[config.mk]
export PLATFORM = sky130hd
export DESIGN_NAME = seq_multiplier
export DESIGN_NICKNAME = d
export VERILOG_FILES = /design/src/rtl/seq_multiplier.sv
export SDC_FILE = /design/constraint.sdc
export NUM_CORES = 1
export LEC_CHECK = 0
export ABC_AREA = 0
export ABC_CLOCK_PERIOD_IN_PS = 4500
export CAP_MARGIN = 30
export CORE_UTILIZATION = 55
export DETAILED_ROUTE_END_ITERATION = 16
export DONT_BUFFER_PORTS = 1
export HOLD_SLACK_MARGIN = 0.1
export PLACE_DENSITY_LB_ADDON = 0.15
export SLEW_MARGIN = 25
export SYNTH_ARGS = -nofsm -noshare
export SYNTH_HDL_FRONTEND = slang
export SYNTH_SLANG_ARGS = --single-unit
[constraint.sdc]
create_clock -name clk -period 4.5 [get_ports clk]
set_clock_uncertainty 0.2 [all_clocks]
set_input_delay 0.225 -clock clk [delete_from_list [all_inputs] [get_ports clk]]
set_output_delay 0.225 -clock clk [all_outputs]
set_load 0.02 [all_outputs]
[src/rtl/seq_multiplier.sv]
// seq_multiplier: iterative shift-add multiplier for RV32M MUL/MULH/MULHSU/MULHU.
// Operands are reduced to magnitudes, multiplied over XLEN shift-add steps into a
// 2*XLEN product, and the sign is applied once at the end.
// Optional build macro SEQ_MULT_EARLY_TERM_EN: leave RUN as soon as the shifted
// multiplier has run out of set bits, giving data-dependent latency.
// The last RUN cycle is a finalize cycle. It applies the sign, loads result and
// drops busy, so done appears one edge later.
module seq_multiplier #(
  parameter int XLEN = 32
) (
  input  logic            clk,
  input  logic            rst_n,
  input  logic            start,
  input  logic [1:0]      op,
  input  logic [XLEN-1:0] rs1,
  input  logic [XLEN-1:0] rs2,
  output logic            busy,
  output logic            done,
  output logic [XLEN-1:0] result
);

  localparam int CNT_W = $clog2(XLEN) + 1;

  typedef enum logic [1:0] {
    IDLE = 2'd0,
    RUN  = 2'd1,
    DONE = 2'd2
  } state_t;

  state_t              state_q;
  state_t              state_d;
  logic [2*XLEN-1:0]   mcand;
  logic [XLEN-1:0]     mplier;
  logic [2*XLEN-1:0]   prod;
  logic [CNT_W-1:0]    cnt;
  logic                neg;
  logic                sel_hi;
  logic                fin;
  logic                rs1_signed;
  logic                rs2_signed;
  logic [2*XLEN-1:0]   prod_fixed;

  // Two's-complement magnitude. The most negative value maps onto 2^(XLEN-1) unsigned.
  function automatic logic [XLEN-1:0] magnitude(input logic [XLEN-1:0] v,
                                                input logic is_signed);
    logic signed [XLEN-1:0] sv;
    sv = $signed(v);
    if (is_signed && sv < 0)
      return XLEN'(-sv);
    else
      return v;
  endfunction

  // Restore the sign of the full-width product (modulo 2^(2*XLEN)).
  function automatic logic [2*XLEN-1:0] apply_sign(input logic [2*XLEN-1:0] p,
                                                   input logic n);
    if (n)
      return ~p + (2*XLEN)'(1);
    else
      return p;
  endfunction

  // MULHU treats rs1 as unsigned; only MUL/MULH treat rs2 as signed.
  assign rs1_signed = (op != 2'b11);
  assign rs2_signed = ~op[1];

  // All iterations are done. The early-exit form also stops once no multiplier bits remain.
`ifdef SEQ_MULT_EARLY_TERM_EN
  assign fin = (cnt == CNT_W'(XLEN)) || ((cnt != '0) && (mplier == '0));
`else
  assign fin = (cnt == CNT_W'(XLEN));
`endif

  assign prod_fixed = apply_sign(prod, neg);

  // State register.
  always_ff @(posedge clk or negedge rst_n) begin
    if (!rst_n)
      state_q <= IDLE;
    else
      state_q <= state_d;
  end

  // Next-state logic: start is only honoured from IDLE.
  always_comb begin
    state_d = state_q;
    case (state_q)
      IDLE:    if (start) state_d = RUN;
      RUN:     if (fin)   state_d = DONE;
      DONE:    state_d = IDLE;
      default: state_d = IDLE;
    endcase
  end

  // Outputs: busy covers the iteration cycles; done marks the single DONE cycle.
  always_comb begin
    busy = 1'b0;
    done = 1'b0;
    case (state_q)
      RUN:     busy = ~fin;
      DONE:    done = 1'b1;
      default: ;
    endcase
  end

  // Datapath: latch operands in IDLE, shift-add in RUN, load result on the finalize cycle.
  always_ff @(posedge clk or negedge rst_n) begin
    if (!rst_n) begin
      mcand  <= '0;
      mplier <= '0;
      prod   <= '0;
      cnt    <= '0;
      neg    <= 1'b0;
      sel_hi <= 1'b0;
      result <= '0;
    end else begin
      case (state_q)
        IDLE: begin
          if (start) begin
            mcand  <= {{XLEN{1'b0}}, magnitude(rs1, rs1_signed)};
            mplier <= magnitude(rs2, rs2_signed);
            prod   <= '0;
            cnt    <= '0;
            neg    <= (rs1_signed & rs1[XLEN-1]) ^ (rs2_signed & rs2[XLEN-1]);
            sel_hi <= (op != 2'b00);
          end
        end
        RUN: begin
          if (!fin) begin
            if (mplier[0])
              prod <= prod + mcand;
            mcand  <= mcand << 1;
            mplier <= mplier >> 1;
            cnt    <= cnt + CNT_W'(1);
          end else begin
            result <= sel_hi ? prod_fixed[2*XLEN-1:XLEN] : prod_fixed[XLEN-1:0];
          end
        end
        default: ;
      endcase
    end
  end

endmodule

### After elaboration in Yosys (flattened, before gate mapping)

Index checks and enable logic that the tools add are counted.

| word-level totals | value |
|---|---|
| output and inout bits | 34 |
| RAM bits | 0 |
| memories kept | 0 |
| bits in registers | 202 |
| latch bits | 0 |
| ROM bits | 0 |
| word-level logic and storage cells | 61 |

| cells by class | value |
|---|---|
| add/subtract/negate cells | 5 |
| shifts and indexed selects | 0 |
| eq/ne operators | 8 |
| multiply operators | 0 |
| reductions and logical operators | 10 |
| magnitude comparators | 2 |
| multiplexer cells | 22 |
| bitwise operators | 6 |
| div/mod/pow operators | 0 |

Operators with widths:

| operator | number |
|---|---|
| 64-bit two-way mux | 6 |
| 64-bit one-hot mux with 2 select lines | 2 |
| 32-bit two-way mux | 5 |
| 64-bit by 1-bit adder with 64-bit output, second input constant | 1 |
| 64-bit adder | 1 |
| 32-bit by 1-bit < comparator with 1-bit output, second input constant | 2 |
| 32-bit negation | 2 |
| 64-bit inverter | 1 |
| 32-bit one-hot mux with 2 select lines | 1 |
| 6-bit two-way mux | 2 |
| 6-bit one-hot mux with 2 select lines | 1 |
| 2-bit inequality test, second input constant | 5 |
| 6-bit by 1-bit adder with 6-bit output, second input constant | 1 |
| 6-bit == test, second input constant | 1 |
| 2-bit AND reduction | 3 |
| 2-bit two-way mux | 2 |
| 2-bit one-hot mux with 2 select lines | 1 |
| 4-bit AND reduction | 1 |
| 2-bit nonzero test | 2 |
| 3-bit AND reduction | 1 |
| 1-bit AND | 2 |
| 2-bit by 1-bit == test with 1-bit output, second input constant | 1 |
| 2-bit == test, second input constant | 1 |
| 1-bit logical AND | 2 |
| other kinds (4) | 6 |

### Depth between registers and ports, before layout

| depth | value |
|---|---|
| word-level depth | 5 |
| mapped depth | 13 |

### Worst setup path after synthesis

Ideal clock, no wire load.

| path | value |
|---|---|
| kind | register -> register |
| start point | register prod[1] |
| end point | register result[28] |
| cell stages (with the launch flop) | 12 |
| arrival | 2925 ps |
| path buffers | 2 |
| data required time | 4170 ps |
| slack | 1245 ps |
| cells stage by stage | dfrtp_1 -> inv_1 -> ha_1 -> or3b_1 -> or4_4 -> buf_6 -> nand3b_4 -> or3_1 -> buf_6 -> o41ai_2 -> xor2_1 -> o21ai_1 |

| on the way | value |
|---|---|
| cells in the longest elaborated chain, start to end | 4 |

RTL lines:

| element | line | source |
|---|---|---|
| start, declared | 34 | `logic [2*XLEN-1:0] prod;` |
| start signal, assigned | 131 | `prod <= prod + mcand;` |
| 64-bit inverter | 58 | `return ~p + (2*XLEN)'(1);` |
| 64-bit by 1-bit adder with 64-bit output | 58 |  |
| 64-bit two-way mux | 57 | `if (n)` |
| 32-bit two-way mux | 136 | `result <= sel_hi ? prod_fixed[2*XLEN-1:XLEN] : prod_fixed[XLEN-1:0];` |
| end signal, assigned | 136 |  |
| end, declared | 19 | `output logic [XLEN-1:0] result` |

No other way between the ends.
A chain may end at the register's enable or synchronous reset.

### Final worst setup path

| path | value |
|---|---|
| start point | register prod[0] |
| end point | register prod[62] |

| on the way | value |
|---|---|
| cells in the longest elaborated chain, start to end | 4 |

RTL lines:

| element | line | source |
|---|---|---|
| 64-bit adder | 131 |  |
| 64-bit two-way mux | 130 | `if (mplier[0])` |
| 64-bit two-way mux | 129 | `if (!fin) begin` |
| 64-bit one-hot mux with 2 select lines | 117 | `case (state_q)` |

No other way between the ends. The select of a mux whose other input is x is not followed.

==> impl_results.md <==
- Avg WL per Cell: 20.1 µm
- Port-buffer cells: 0
- Layout cells sized above 1: 0.0426
- Post-Syn Area: 0.0149 mm²
- Worst Path Required: 4.77 ns
- Synth area leaders: dfrtp_1 34%, nand2_1 7.9%, o21ai_0 7.7%, a21oi_1 5.9%, ha_1 5.7%
- Final std cells w/o fill: 2282
- Peak supply drop: around 470 µV
- Crit-path max FO: 5
- N_diodes: 0
- Pre-CTS WS: 0.668 ns
- Root buffer cell: clkbuf_16
- Die Area: 0.0277 mm²
- Grt peak-use layer: met2
- R2r endpoint: prod[62]
- Most common cell in the netlist: nand2_1
- Worst Hold Class: primary input to async pin
- CP arrival: 4.20 ns
- Internal reg-to-reg setup slack: 0.57 ns
- DRT Pass-1 Iters: 12
- R2r startpoint: prod[0]
- Sequential area share after synthesis: 0.340
- I/O pin cnt: 103
- Syn Nets: 2038
- Multi-input gate area: 0.00923 mm²
- Fmax: 255 MHz
- Hold buffer count at CTS: 102
- Psw: 0.00630 W
- Worst path buffer plus inverter count: 1
- Post-route worst setup slack: 0.572 ns
- Hpwl dp: 32200 µm
- Share of flip-flops with an asynchronous set or reset: 1.00
- GR Layer Usage met2: 0.511
- Synth warnings: 0
- CTS Sinks: 202
- Worst setup EP type: flop
- Final Max Tran Viols: 0
- Failing checks: design-rule violations, negative hold slack
- Lkg Pwr: 7.21 nW
- Num CTS Buffers: 24
- Rel. slew slack: 0.356
- Via count: 14.4k
- Internal power: roughly 0.0063 W
- Top FF cell, synth: dfrtp_1
- Critical path startpoint category: flop
- First-pass GRT wire length: 74200 µm
- Yosys top cell area share: 0.340
- Final hold violation count: 202
- # H-tree levels: 1
- Cells after Synth: roughly 1.9k
- Placer congestion estimate: 0.974
- RSZ-0062 raised after global routing: false
- Synthesis-stage register bit count: 202
- GRT met1 Usage: 0.469
- Die Ht: 167 µm
- Endpoints failing setup: 0
- Gr usage total: 0.332
- CP top delay family: compound AO/OA/AOI/OAI gates
- Number of enable flip-flop cells after synthesis: 0
- Slowest stage delay, CP: 0.49 ns
- Aggregate global routing overflow: 0
- Met3 usage: 0.0651
- Sequential share of power: 0.297
- Final worst-path cycle share: 0.873
- Final nets: 2071
- CP cell instances: ha_1 -> inv_1 -> fa_1 -> nor2b_1 -> o211ai_1 -> a21o_1 -> o21ai_0 -> a21boi_0 -> a211oi_1 -> o21ai_1 -> or4_1 -> nand3_1
- Row count: 59
- Sw frac: 0.500
- Leading area contributor after synthesis: dfrtp_1
- Clock slew at reported path FFs: 0.06 ns
- Combinational Power Share: 0.557
- Final WL: 45800 µm
- Area grow syn2layout: 12.8%
- Worst Tran Pin Value: 0.966 ns
- DRC: 5
- Mean post-synth cell area: 7.84 µm²
- Largest net degree at the start of global routing: 203
- Starting Density: 0.567
- Filler cell count: 2284
- Register Area: 0.00506 mm²
- Fin crit period: about 3.9 ns
- Number of routed nets with antenna violations: 0
- Status: complete, but fails checks
- Dpl cells: ~2.1k
- Vias in the first global route: about 14k
- Via density: 6.32
- CTS tree: done
- Iter 0 DRT Violations: about 1.1k
- Clk pwr share: 0.146
- Pwr Density: 750 mW/mm²
- Most frequent cells after synthesis: 315 x nand2_1, 229 x o21ai_0, 202 x dfrtp_1, 176 x a21oi_1, 131 x nor2_1
- Critical path class: flop to flop
- Chip width: 167 µm
- Hold WS: -0.806 ns
- Skew-Pair Late Insertion Delay: ~0.54 ns
- Initial antenna violation count: 0
- Clk buf depth: 3
- Max cap viols: 0
- Worst r2r path cells: 12
- Count of cell types in the netlist: 69
- Power Total: 0.0126 W
- Setup TNS: 0 ns
- Slowest stage cell on the critical path: a211oi_1
- Core area: around 0.026 mm²
-- registers in the layout, summed over array words and instances (netlist names) --
name     count
cnt          6
mcand       64
mplier      32
neg          1
prod        64
result      32
sel_hi       1
state_q      2
-- metrics by stage --
| stage | area [µm²] | hold slack [ns] | util |
|---|---|---|---|
| after global placement | 15000 | -0.265 | 0.572 |
| after global routing | 16800 | -0.825 | 0.639 |
| final | 16800 | -0.806 | 0.639 |
| after CTS | 16800 | -0.819 | 0.638 |
| after floorplan | 14900 | -0.271 | - |
| after detailed placement | 15000 | -0.265 | 0.572 |
-- placed cells by master, fill, tap and decap left out, drive strengths merged, types with 19 or more instances in the layout --
| master | synthesis | layout |
|---|---|---|
| or4 | 21 | 21 |
| xnor2 | 79 | 79 |
| xor2 | 85 | 85 |
| dfrtp | 202 | 202 |
| o21ai | 236 | 236 |
| nor2 | 131 | 131 |
| nand3 | 59 | 59 |
| inv | 48 | 48 |
| nor3 | 35 | 35 |
| a21oi | 176 | 176 |
| nand4 | 28 | 28 |
| dlygate4sd3 | 0 | 102 |
| buf | 14 | 19 |
| a21o | 33 | 33 |
| ha | 68 | 68 |
| nand2 | 315 | 315 |
| clkbuf | 100 | 35 |
| o31ai | 32 | 32 |
| or3 | 19 | 19 |
| o41ai | 19 | 19 |
-- cell type report --
type                    instances  area share
well taps                     335      0.0250
multi-input cells            1536       0.550
inverters                      48      0.0107
flip-flops and latches        202       0.301
repair buffers                121      0.0702
clock buffers                  35      0.0412
clock inverters                 5     0.00231
-- kinds of logic after synthesis --
logic type / Yosys count / share of synthesized area
and+or+nand+nor: 676 / 0.209
AOI/OAI and AO/OA: 622 / 0.251
DFF: 202 / 0.340
xor gates and xnor gates: 164 / 0.0965
buffers and inverters: 162 / 0.0424
adders and majority gates: 69 / 0.0585
muxes: 5 / 0.00336
-- layer usage --
| layer | part of all wire | vias to the layer above |
|---|---|---|
| li1 | - | 6854 |
| met1 | 0.46 | 6953 |
| met2 | 0.44 | 539 |
| met3 | 0.075 | 87 |
| met4 | 0.031 | 0 |
| met5 | 0 | - |
-- how the worst max path moves through the flow --
stage	start	endpoint	cells past startpoint
floorplan	prod[1]	result[28]	11
global placement	prod[0]	prod[62]	12
detailed placement	prod[0]	prod[62]	12
CTS	prod[0]	prod[62]	12
global route	prod[0]	prod[62]	12
finish	prod[0]	prod[62]	12
-- power by group through the flow --
stage / clock network (W) / registers (W) / logic, W
CTS: 0.00187 / 0.00373 / 0.00688
floorplan: 0 / 0.00338 / 0.00520
detailed placement: 0 / 0.00375 / 0.00673
finish: 0.00184 / 0.00374 / 0.00702
global route: 0.00192 / 0.00385 / 0.00784
global placement: 0 / 0.00372 / 0.00665
-- what timing repair did --
| action | in CTS | in global routing |
|---|---|---|
| setup buffers | 0 | 0 |
| resized for setup | 0 | 0 |
| hold endpoints to repair | 299 | 202 |
(Power assumes the default switching activity.)
